$ cat config.mk
export PLATFORM = sky130hd
export DESIGN_NAME = mult_seq
export DESIGN_NICKNAME = d
export VERILOG_FILES = /design/src/rtl/mult_pkg.sv /design/src/rtl/mult_abs.sv /design/src/rtl/mult_seq.sv
export SDC_FILE = /design/constraint.sdc
export NUM_CORES = 1
export LEC_CHECK = 0
export ABC_CLOCK_PERIOD_IN_PS = 2800
export CAP_MARGIN = 20
export CORE_ASPECT_RATIO = 0.9
export CORE_UTILIZATION = 30
export CTS_BUF_LIST = sky130_fd_sc_hd__clkbuf_16
export CTS_CLUSTER_DIAMETER = 150
export DETAILED_ROUTE_END_ITERATION = 7
export GPL_ROUTABILITY_DRIVEN = 0
export PLACE_DENSITY_LB_ADDON = 0.08
export SLEW_MARGIN = 20
export SYNTH_ARGS = -nofsm -noshare
export SYNTH_HDL_FRONTEND = slang
export SYNTH_SLANG_ARGS = --single-unit
$ cat constraint.sdc
create_clock -name clock -period 2.8 [get_ports clock]
set_input_delay 0.56 -clock clock [delete_from_list [all_inputs] [get_ports clock]]
set_output_delay 0.56 -clock clock [all_outputs]
set_load 0.01 [all_outputs]
$ cat src/rtl/mult_pkg.sv
// Shared types and constants for the sequential shift-add multiplier (mult_seq).
package mult_pkg;

  localparam int WIDTH_DEFAULT = 32;

  function automatic int cnt_w(input int w);
    return (w > 1) ? $clog2(w) : 1;
  endfunction

  localparam int CNT_W = cnt_w(WIDTH_DEFAULT);

  typedef enum logic [1:0] {
    IDLE = 2'd0,
    RUN  = 2'd1,
    FIX  = 2'd2
  } mult_state_t;

endpackage

$ cat src/rtl/mult_abs.sv
// Combinational conditional two's complement negate: mag_o = sign_i ? -value_i : value_i.
module mult_abs #(
  parameter int W = 32
) (
  input  logic         sign_i,
  input  logic [W-1:0] value_i,
  output logic [W-1:0] mag_o
);

  // The most negative input maps to itself, which reads correctly as an unsigned magnitude.
  assign mag_o = sign_i ? (~value_i + W'(1)) : value_i;

endmodule

$ cat src/rtl/mult_seq.sv
// Sequential radix-2 shift-add multiplier with start/busy/done handshake, WIDTH+1 cycle latency.
// Optional macro MULT_UNSIGNED_EN adds the is_unsigned port (multu); otherwise always signed.
module mult_seq
  import mult_pkg::*;
#(
  parameter int WIDTH = WIDTH_DEFAULT
) (
  input  logic             clock,
  input  logic             reset,
  input  logic             start,
  input  logic [WIDTH-1:0] multiplicand,
  input  logic [WIDTH-1:0] multiplier,
`ifdef MULT_UNSIGNED_EN
  input  logic             is_unsigned,
`endif
  output logic [WIDTH-1:0] hi,
  output logic [WIDTH-1:0] lo,
  output logic             busy,
  output logic             done
);

  localparam int CW = cnt_w(WIDTH);

  mult_state_t state_q, state_d;

  logic [WIDTH-1:0]   mcand_q, mcand_d;
  logic [WIDTH-1:0]   mplier_q, mplier_d;
  logic [WIDTH-1:0]   acc_q, acc_d;
  logic [WIDTH-1:0]   hi_q, hi_d;
  logic [WIDTH-1:0]   lo_q, lo_d;
  logic [CW-1:0]      cnt_q, cnt_d;
  logic               neg_q, neg_d;
  logic               busy_q, busy_d;
  logic               done_q, done_d;

  logic               signed_mode;
  logic [WIDTH-1:0]   a_mag, b_mag;
  logic [WIDTH:0]     sum;
  logic [2*WIDTH-1:0] prod_fix;

`ifdef MULT_UNSIGNED_EN
  assign signed_mode = ~is_unsigned;
`else
  assign signed_mode = 1'b1;
`endif

  mult_abs #(.W(WIDTH)) u_abs_a (
    .sign_i  (signed_mode & multiplicand[WIDTH-1]),
    .value_i (multiplicand),
    .mag_o   (a_mag)
  );

  mult_abs #(.W(WIDTH)) u_abs_b (
    .sign_i  (signed_mode & multiplier[WIDTH-1]),
    .value_i (multiplier),
    .mag_o   (b_mag)
  );

  mult_abs #(.W(2 * WIDTH)) u_abs_p (
    .sign_i  (neg_q),
    .value_i ({acc_q, mplier_q}),
    .mag_o   (prod_fix)
  );

  // NOTE: sequential state uses non-blocking assignments; reset here is synchronous.
  always_ff @(posedge clock) begin
    if (reset) state_q <= IDLE;
    else       state_q <= state_d;
  end

  // A new start always wins over the RUN/FIX progression, discarding the current run.
  always_comb begin
    state_d = state_q;
    if (start) begin
      state_d = RUN;
    end else begin
      unique case (state_q)
        IDLE:    state_d = IDLE;
        RUN:     if (cnt_q == CW'(WIDTH - 1)) state_d = FIX;
        FIX:     state_d = IDLE;
        default: state_d = IDLE;
      endcase
    end
  end

  // NOTE: every signal gets a hold default before the case so no latch is inferred.
  always_comb begin
    mcand_d  = mcand_q;
    mplier_d = mplier_q;
    acc_d    = acc_q;
    cnt_d    = cnt_q;
    neg_d    = neg_q;
    hi_d     = hi_q;
    lo_d     = lo_q;
    busy_d   = busy_q;
    done_d   = 1'b0;
    sum      = {1'b0, acc_q} + (mplier_q[0] ? {1'b0, mcand_q} : '0);

    if (start) begin
      mcand_d  = a_mag;
      mplier_d = b_mag;
      neg_d    = signed_mode & (multiplicand[WIDTH-1] ^ multiplier[WIDTH-1]);
      acc_d    = '0;
      cnt_d    = '0;
      busy_d   = 1'b1;
    end else begin
      unique case (state_q)
        RUN: begin
          // Shift {carry, acc, multiplier} right; low product bits fill in from the top.
          acc_d    = sum[WIDTH:1];
          mplier_d = {sum[0], mplier_q[WIDTH-1:1]};
          cnt_d    = cnt_q + CW'(1);
        end
        FIX: begin
          {hi_d, lo_d} = prod_fix;
          busy_d       = 1'b0;
          done_d       = 1'b1;
        end
        default: ;
      endcase
    end
  end

  always_ff @(posedge clock) begin
    if (reset) begin
      mcand_q  <= '0;
      mplier_q <= '0;
      acc_q    <= '0;
      cnt_q    <= '0;
      neg_q    <= 1'b0;
      hi_q     <= '0;
      lo_q     <= '0;
      busy_q   <= 1'b0;
      done_q   <= 1'b0;
    end else begin
      mcand_q  <= mcand_d;
      mplier_q <= mplier_d;
      acc_q    <= acc_d;
      cnt_q    <= cnt_d;
      neg_q    <= neg_d;
      hi_q     <= hi_d;
      lo_q     <= lo_d;
      busy_q   <= busy_d;
      done_q   <= done_d;
    end
  end

  assign hi   = hi_q;
  assign lo   = lo_q;
  assign busy = busy_q;
  assign done = done_q;

endmodule

==> results.yml, run 1 <==
worst_setup_path:
  cpMaxStageDelayCell: "or4_1"
  slowest_delay_ns: 0.58
  start_kind: "register"
  worstPathArrival_ns: 3.14
  crit_chain: "or3_1 -> or3_1 -> or4_1 -> nor3_2 -> a31oi_1 -> xnor2_1 -> o21a_1 -> nor2_1"
  path_max_fanout: 2
  crit_family: "simple AND/OR/NAND/NOR gates"
  crit_buf_inv: 0
  critPathKind: "register to register"
  required_ns: 3.18
  cp-end-kind: "register"
  crit_top_cell: "or3_1"
logic_synthesis:
  syn_area_per_cell_um2: 7.886
  synth_cell_types: 72
  synth_area_leaders: "dfxtp_1, xor2_1, nand2_1"
  netlist_area_mm2: 0.01058
  synth-async-reset-ratio: 0
  synth_edf_count: 0
  yosysSeqAreaShare: 0.3216
  synth_top_area_share: 0.3216
  syn_inst: 1342
  ys_warn_count: 0
  ys_seq_elements: 170
  synth_fp_nets: 1447
  synth.largest_area_cell: "dfxtp_1"
  synth_ff_type: "dfxtp_1"
floorplanning:
  die_y_um: 180.2
  die_w_um: 200.0
  rows: 64
  ioPinCount: 133
  die-area_mm2: 0.03603
  core_mm2: 0.03435
  start_util: 0.3081
power_and_ir_drop:
  p_leak_uw: 0.005854
  p_seq_frac: 0.425
  power_density_mw_per_mm2: 407.2
  p_clk_frac: 0.386
  total_power_uw: 6013
  p_sw_frac: 0.2921
  power.switching_uw: 1757
  ir_worst_vdd_v: 0.0003406
  pwr-share-comb: 0.189
  internal_power_uw: 4256
routing:
  routed_wl_um: 35300
  dr.pass1.iters: 5
  viasPerCell: 4.871
  vias: 10341
  avgRoutedWirePerCell_um: 16.63
  drt_iter0_drc: 561
  final_antenna_net_count: 0
  drc_errors: 0
placed_design:
  dp_hpwl_um: 28340
  dpl_worst_slack_ns: -0.3758
  port_buffers: 132
  place_area_mm2: 0.01390
run_status:
  status: "finished clean"
timing:
  rsz0062_at_grt: "true"
  period_share: 0.9872
  tightest_slew_ns: 0.5631
  slew_violations: 0
  fin_skew_ns: 0.01747
  final_hold_viol_count: 0
  setup_slack_ns: 0.03591
  setup_viol: 0
  whs_ns: 0.4471
  layout_min_cycle_time_ns: 2.764
  fmax_mhz: 361.8
  max_slew_margin: 0.6234
cts:
  cts.sinks: 170
  cts_tree: "built"
  numCtsBuffers: 17
  clockBufferDepth: 2
  cts_hold_buf: 0
  root_buffer: "clkbuf_16"
  clock_latency_ns: 0.45
  htreeDepth: 4
  clk_pin_slew_worst_paths_ns: 0.07
global_routing:
  antenna_found_initial: 0
  grt.total_usage: 0.1946
  overflow: 0
  grt_pass1_wl_um: 54210
  grt_pass1_vias: 9453
  grt_max_degree: 59
cells_and_area:
  design_area_mm2: 0.01477
  utilization: 0.4299
  drive_above_1_share: 0.2011
  syn_to_final_growth_pct: 39.55
  fin_nets: 1753
  n_antenna_cell: 0
worst_hold_path:
  hold_class: "register to register"
job:
  cap_violations: 0
==> final timing paths <==
| kind | cells past startpoint | start | slack (ns) | endpoint |
|---|---|---|---|---|
| setup / recovery | 8 | mplier_q[15]$_SDFFE_PP0P_ | 0.04 | hi[26]$_SDFFE_PP0P_ |
| hold / removal | 2 | mcand_q[28]$_SDFFE_PP0P_ | 0.45 | mcand_q[28]$_SDFFE_PP0P_ |
| setup reg to reg | 8 | mplier_q[15]$_SDFFE_PP0P_ | 0.04 | hi[26]$_SDFFE_PP0P_ |
| hold reg to reg | 2 | mcand_q[28]$_SDFFE_PP0P_ | 0.45 | mcand_q[28]$_SDFFE_PP0P_ |
==> stage by stage <==
stage	cells	setup TNS, ns
3_5_place_dp	2082	-8.871
5_1_grt	2123	-0.02631
6_report	2123	0
4_1_cts	2114	-0.000008660
3_3_place_gp	2082	-7.703
2_1_floorplan	1342	0
==> cell families (layout without fill, tap and decap cells) <==
group | count (synthesis) | in the layout | share of synthesized area
buffers and inverters | 100 | 419 | 0.03559
adder cells (fa/ha/maj) | 38 | 38 | 0.04564
AND/OR/NAND/NOR | 489 | 489 | 0.2226
XOR/XNOR | 145 | 145 | 0.1200
multiplexers | 18 | 18 | 0.01714
AO/OA/AOI/OAI | 382 | 382 | 0.2374
flip-flops | 170 | 170 | 0.3216
==> metal layers <==
layer  wire length [um]  share of wire  track usage  vias up
li1                   -              -            -     5396
met1              19550           0.55       0.3118     4729
met2              14160           0.40       0.2722      205
met3               1389          0.039      0.02396       11
met4                201         0.0057      0.03481        0
met5                  0              0            0        -
==> final cells by class <==
class / count / area (um2)
fillers: 3562 / 19590
multi-input cells: 1072 / 7025
flip-flops and latches: 170 / 3408
repair buffers: 367 / 3115
well taps: 462 / 578.1
clock buffers: 17 / 425.4
clock inverters: 15 / 140.1
inverters: 20 / 75.07
==> registers in the layout, indices dropped and copies added, names as in the netlist, 2 cells and up <==
register	flops
acc_q	32
hi	32
lo	32
mcand_q	32
mplier_q	32
cnt_q	5
state_q	2
==> synthesized netlist by cell type (3+ instances only) <==
cell / n
nand2b_1: 10
nor2_1: 129
nor3_1: 21
xor2_1: 101
nand3_1: 21
o21a_1: 5
nor4_1: 9
or4_4: 5
o41ai_1: 8
xnor2_1: 44
a21o_1: 23
clkbuf_1: 70
and3_1: 6
nand4_1: 7
or4_1: 8
o21bai_1: 7
buf_1: 9
o31ai_1: 36
o21ai_0: 85
o41ai_2: 7
or3_1: 16
ha_1: 37
dfxtp_1: 170
or2_2: 3
nor2b_1: 3
o21ai_1: 10
o22ai_1: 15
o31ai_2: 4
nand4b_1: 3
nand2_1: 187
nor3b_1: 4
o211ai_1: 3
mux2i_1: 17
a211oi_1: 63
a21oi_1: 85
a31oi_1: 10
and2_1: 37
a22o_1: 3
inv_1: 20
==> worst min-delay path: stages, from the launching register on <==
cell and delay [ns]:
dfxtp_1 0.31, nand2_1 0.05, o21ai_1 0.05
==> cells in the final DEF, fill, tap and decap left out, types with 8 or more instances in the layout <==
master             n
buf_4            229
nand2_1          187
dfxtp_1          168
clkdlybuf4s50_1  130
nor2_1           127
xor2_1           100
o21ai_0           81
a21oi_1           79
a211oi_1          62
xnor2_1           44
and2_1            36
ha_1              34
o31ai_1           33
a21o_1            23
nand3_1           21
inv_1             20
nor3_1            19
mux2i_1           17
clkbuf_16         17
or3_1             15
o22ai_1           15
o21ai_1           14
nand2b_1          10
a31oi_1            9
or4_1              8
==> what timing repair did <==
item,CTS,global route
setup buffers,0,9
pin swaps,0,17
endpoints found under the setup margin,25,52
resized for setup,4,42
==> power by group through the flow <==
stage | Combinational (uW) | Clock [uW] | Sequential (uW)
final | 1140 | 2320 | 2550
after global placement | 1100 | 0 | 2610
after CTS | 1110 | 2370 | 2560
after floorplan | 587 | 0 | 2600
after detailed placement | 1110 | 0 | 2610
after global routing | 1240 | 2460 | 2560
Note: power is estimated with default switching activity, not from simulation.
==> run 2, diff against run 1 <==
--- a/config.mk
+++ b/config.mk
@@ -5,7 +5,6 @@
 export SDC_FILE = /design/constraint.sdc
 export NUM_CORES = 1
 export LEC_CHECK = 0
-export ABC_CLOCK_PERIOD_IN_PS = 2800
 export CAP_MARGIN = 20
 export CORE_ASPECT_RATIO = 0.9
 export CORE_UTILIZATION = 30
@@ -14,6 +13,7 @@
 export DETAILED_ROUTE_END_ITERATION = 7
 export GPL_ROUTABILITY_DRIVEN = 0
 export PLACE_DENSITY_LB_ADDON = 0.08
+export SKIP_CTS_REPAIR_TIMING = 1
 export SLEW_MARGIN = 20
 export SYNTH_ARGS = -nofsm -noshare
 export SYNTH_HDL_FRONTEND = slang
==> results.yml, run 2 (synthesized netlist as in run 1, its figures left out) <==
worst_setup_path:
  crit_cells: 8
  crit_buf_inv: 0
  critical_path.endpoint: "hi[26]$_SDFFE_PP0P_"
  rrSetupSlack_ns: 0.05
  slowest_delay_ns: 0.58
  cpMaxStageDelayCell: "or4_1"
  required_ns: 3.17
  critPathKind: "register to register"
  start_kind: "register"
  crit_chain: "or3_1 -> or3_1 -> or4_1 -> nor3_2 -> a31oi_1 -> xnor2_1 -> o21a_1 -> nor2_1"
  startpoint: "mplier_q[15]$_SDFFE_PP0P_"
  timing.rr.end: "hi[26]$_SDFFE_PP0P_"
  worstPathArrival_ns: 3.13
  r2r-start: "mplier_q[15]$_SDFFE_PP0P_"
  crit_top_cell: "or3_1"
  reg2reg_depth: 8
  crit_family: "simple AND/OR/NAND/NOR gates"
  path_max_fanout: 2
  cp-end-kind: "register"
routing:
  highest_layer: "met4"
  drt-met1-wl_um: 19510
  viasPerCell: 4.855
  wl_met3_um: 1430
  avgRoutedWirePerCell_um: 16.63
  drc_errors: 0
  final_antenna_net_count: 0
  dr.pass1.iters: 5
  routed-wl-met2_um: 14150
  drt_iter0_drc: 578
  vias: 10308
  routed_wl_um: 35310
power_and_ir_drop:
  ir_worst_vdd_v: 0.0003393
  internal_power_uw: 4257
  power_density_mw_per_mm2: 406.8
  p_clk_frac: 0.385
  pwr-share-comb: 0.189
  power.switching_uw: 1755
  total_power_uw: 6012
  p_leak_uw: 0.005854
  p_seq_frac: 0.425
  p_sw_frac: 0.2919
placed_design:
  dpl_worst_slack_ns: -0.3758
  dp_hpwl_um: 28340
  place_area_mm2: 0.01390
  placed_cells: 2082
  port_buffers: 132
timing:
  setup_slack_ns: 0.04769
  layout_min_cycle_time_ns: 2.752
  slew_violations: 0
  setup_viol: 0
  whs_ns: 0.4471
  max_slew_margin: 0.6210
  period_share: 0.9830
  final_hold_viol_count: 0
  tightest_slew_ns: 0.5642
  fmax_mhz: 363.3
  rsz0062_at_grt: "true"
  fin_skew_ns: 0.01589
cells_and_area:
  design_area_mm2: 0.01478
  layout_commonest_cell: "buf_4"
  n_antenna_cell: 0
  fillCellCount: 3563
  layout_common_cells: "buf_4, nand2_1, dfxtp_1"
  fin_cells: 2123
  drive_above_1_share: 0.2017
  fin_nets: 1753
  syn_to_final_growth_pct: 39.64
cts:
  clk_pin_slew_worst_paths_ns: 0.07
  cts_tree: "built"
  numCtsBuffers: 17
  clockBufferDepth: 2
  root_buffer: "clkbuf_16"
  clock_latency_ns: 0.44
  htreeDepth: 4
  cts.sinks: 170
floorplanning:
  die-area_mm2: 0.03603
  ioPinCount: 133
  rows: 64
  die_y_um: 180.2
  core_mm2: 0.03435
  die_w_um: 200.0
  start_util: 0.3081
run_status:
  status: "finished clean"
global_routing:
  grt.total_usage: 0.1946
  grt_max_degree: 59
  grt_pass1_vias: 9452
  grt_pass1_wl_um: 54220
  overflow: 0
  antenna_found_initial: 0
worst_hold_path:
  hold_class: "register to register"
job:
  cap_violations: 0
run 2: metal layers:
| metal | GRT usage | vias to the layer above |
|---|---|---|
| met3 | 0.02396 | 11 |
| met4 | 0.03481 | 0 |
| met5 | 0 | - |
| met2 | 0.2721 | 185 |
| li1 | - | 5392 |
| met1 | 0.3118 | 4720 |
run 2: per-stage QoR:
stage	setup TNS, ns	util
after CTS	-2.070	0.4210
after detailed placement	-8.871	0.4045
after floorplan	0	-
after global placement	-7.703	0.4045
after global routing	-0.007721	0.4302
final	0	0.4302
run 2: power groups by stage:
stage / logic (uW) / clock network (uW) / registers [uW]
finish: 1140 / 2320 / 2560
global route: 1240 / 2460 / 2560
CTS: 1110 / 2370 / 2550
detailed placement: 1110 / 0 / 2610
global placement: 1100 / 0 / 2610
floorplan: 587 / 0 / 2600
run 2: worst min-delay path: cells and delay by family, from the launching register on:
family,cells,cell delay (ns)
AND/OR/NAND/NOR,1,0.05
AO/OA/AOI/OAI,1,0.05
flip-flops,1,0.31
run 2: how the worst min path moves through the flow:
stage | start | to | slack, ns | depth (start not counted)
after floorplan | mcand_q[11]$_SDFFE_PP0P_ | mcand_q[11]$_SDFFE_PP0P_ | 0.42 | 2
after global placement | mcand_q[11]$_SDFFE_PP0P_ | mcand_q[11]$_SDFFE_PP0P_ | 0.43 | 2
after detailed placement | mcand_q[18]$_SDFFE_PP0P_ | mcand_q[18]$_SDFFE_PP0P_ | 0.44 | 2
after CTS | mcand_q[30]$_SDFFE_PP0P_ | mcand_q[30]$_SDFFE_PP0P_ | 0.45 | 2
after global routing | mcand_q[19]$_SDFFE_PP0P_ | mcand_q[19]$_SDFFE_PP0P_ | 0.47 | 2
final | mcand_q[28]$_SDFFE_PP0P_ | mcand_q[28]$_SDFFE_PP0P_ | 0.45 | 2
run 2: final cells by class:
| cell class | count | area (um2) | share of cell area |
|---|---|---|---|
| timing repair buffer | 367 | 3118 | 0.2110 |
| clock inverter | 15 | 140.1 | 0.009483 |
| clock buffer | 17 | 425.4 | 0.02879 |
| inverter | 20 | 75.07 | 0.005080 |
| multi-input combinational | 1072 | 7033 | 0.4759 |
| tap | 462 | 578.1 | 0.03912 |
| sequential | 170 | 3408 | 0.2306 |
==> run 3, diff against run 2 <==
--- a/config.mk
+++ b/config.mk
@@ -7,7 +7,7 @@
 export LEC_CHECK = 0
 export CAP_MARGIN = 20
 export CORE_ASPECT_RATIO = 0.9
-export CORE_UTILIZATION = 30
+export CORE_UTILIZATION = 34
 export CTS_BUF_LIST = sky130_fd_sc_hd__clkbuf_16
 export CTS_CLUSTER_DIAMETER = 150
 export DETAILED_ROUTE_END_ITERATION = 7
==> results.yml, run 3 (synthesized netlist as in run 1, its figures left out) <==
run_status:
  status: "finished clean"
global_routing:
  grt_max_degree: 58
  overflow: 0
  grt.total_usage: 0.2112
  antenna_found_initial: 0
  grt_pass1_wl_um: 53240
  grt_pass1_vias: 9571
worst_setup_path:
  start_kind: "register"
  required_ns: 3.16
  timing.rr.end: "hi[26]$_SDFFE_PP0P_"
  r2r-start: "mplier_q[9]$_SDFFE_PP0P_"
  cp-end-kind: "register"
  crit_buf_inv: 2
  rrSetupSlack_ns: 0.07
  worstPathArrival_ns: 3.09
  crit_top_cell: "or4_4"
  path_max_fanout: 2
  reg2reg_depth: 10
  critPathKind: "register to register"
  cpMaxStageDelayCell: "or4_4"
  crit_chain: "or3_4 -> or4_4 -> or4_4 -> nor3_4 -> buf_6 -> a31oi_1 -> xnor2_1 -> buf_4 -> o21a_1 -> nor2_1"
  crit_family: "simple AND/OR/NAND/NOR gates"
  slowest_delay_ns: 0.51
cts:
  clock_latency_ns: 0.43
  cts_tree: "built"
  numCtsBuffers: 17
  clockBufferDepth: 2
  cts.sinks: 170
  htreeDepth: 4
  root_buffer: "clkbuf_16"
  clk_pin_slew_worst_paths_ns: 0.07
timing:
  whs_ns: 0.4465
  setup_slack_ns: 0.06897
  fmax_mhz: 366.2
  tightest_slew_ns: 0.6687
  layout_min_cycle_time_ns: 2.731
  rsz0062_at_grt: "true"
  max_slew_margin: 0.5542
  final_hold_viol_count: 0
  fin_skew_ns: 0.01280
  setup_viol: 0
  period_share: 0.9754
  slew_violations: 0
cells_and_area:
  drive_above_1_share: 0.1996
  layout_commonest_cell: "buf_4"
  utilization: 0.4800
  n_antenna_cell: 0
  layout_common_cells: "buf_4, nand2_1, dfxtp_1"
  fillCellCount: 3051
  fin_nets: 1730
  syn_to_final_growth_pct: 37.23
  design_area_mm2: 0.01452
routing:
  drt-met1-wl_um: 18670
  final_antenna_net_count: 0
  wl_met3_um: 1548
  viasPerCell: 5.035
  drc_errors: 0
  drt_iter0_drc: 702
  highest_layer: "met4"
  dr.pass1.iters: 5
  routed-wl-met2_um: 13010
  avgRoutedWirePerCell_um: 16.43
  vias: 10277
  routed_wl_um: 33530
placed_design:
  place_area_mm2: 0.01369
  dp_hpwl_um: 26520
  port_buffers: 132
  dpl_worst_slack_ns: -0.4163
worst_hold_path:
  hold_path_end: "mcand_q[19]$_SDFFE_PP0P_"
  hold_class: "register to register"
  worstHoldPathCells: 2
  hold_path_startpoint: "mcand_q[19]$_SDFFE_PP0P_"
floorplanning:
  die_y_um: 169.4
  rows: 60
  die-area_mm2: 0.03184
  die_w_um: 188.0
  ioPinCount: 133
  start_util: 0.3498
  core_mm2: 0.03025
power_and_ir_drop:
  pwr-share-comb: 0.185
  power.switching_uw: 1828
  p_clk_frac: 0.391
  ir_worst_vdd_v: 0.0003530
  internal_power_uw: 4189
  p_leak_uw: 0.005745
  power_density_mw_per_mm2: 414.4
  p_seq_frac: 0.425
  p_sw_frac: 0.3038
job:
  cap_violations: 0
-- run 3: cell count changes in the layout (fill, tap and decap cells not counted), sizes merged --
| cell | previous run | this run |
|---|---|---|
| bufinv | 1 | 0 |
| inv | 25 | 29 |
| clkbuf | 18 | 17 |
| buf | 236 | 214 |
| clkinvlp | 4 | 2 |
| clkinv | 5 | 4 |
-- run 3: final cells by class --
| cell class | instances | area [um2] | share of cell area |
|---|---|---|---|
| Inverter | 20 | 75.07 | 0.005169 |
| Sequential cell | 170 | 3410 | 0.2348 |
| Tap cell | 403 | 504.2 | 0.03472 |
| Multi-Input combinational cell | 1072 | 7044 | 0.4851 |
| Clock inverter | 15 | 147.6 | 0.01017 |
| Clock buffer | 17 | 425.4 | 0.02929 |
| Timing Repair Buffer | 344 | 2917 | 0.2008 |
-- run 3: power groups by stage --
stage | sequential [uW] | clock, uW | combinational [uW]
2_1_floorplan | 2600 | 0 | 587
3_3_place_gp | 2610 | 0 | 1070
3_5_place_dp | 2610 | 0 | 1080
4_1_cts | 2550 | 2410 | 1080
5_1_grt | 2560 | 2520 | 1220
6_report | 2550 | 2350 | 1110
-- run 3: worst max path at each step --
stage                              from                        end  slack [ns]  cells after the start
3_3_place_gp            multiplicand[4]   mcand_q[28]$_SDFFE_PP0P_       -0.36                      9
4_1_cts        mplier_q[0]$_SDFFE_PP0P_     acc_q[24]$_SDFFE_PP0P_       -0.30                     11
5_1_grt        mplier_q[0]$_SDFFE_PP0P_     acc_q[23]$_SDFFE_PP0P_       -0.06                     12
6_report       mplier_q[9]$_SDFFE_PP0P_        hi[26]$_SDFFE_PP0P_        0.07                     10
2_1_floorplan  mplier_q[0]$_SDFFE_PP0P_     acc_q[13]$_SDFFE_PP0P_        0.05                     13
3_5_place_dp              multiplier[4]  mplier_q[29]$_SDFFE_PP0P_       -0.42                     10
-- run 3: stage by stage --
step	TNS (ns)	std cells	total power (uW)
after global placement	-8.931	2006	3681
after CTS	-2.371	2038	6046
after detailed placement	-11.05	2006	3689
after floorplan	0	1342	3191
after global routing	-0.1076	2041	6301
final	0	2041	6018
-- run 3: routing by layer --
metal | track usage | vias up
met2 | 0.2855 | 229
met3 | 0.03495 | 13
met5 | 0 | -
li1 | - | 5337
met1 | 0.3409 | 4698
met4 | 0.03888 | 0
-- run 3: worst reg2reg max path: cells and delay by family (launching register included) --
family,cells,cell delay (ns)
flops,1,0.34
xor+xnor,1,0.13
simple gates,5,1.67
buf+inv,2,0.28
compound gates,2,0.25
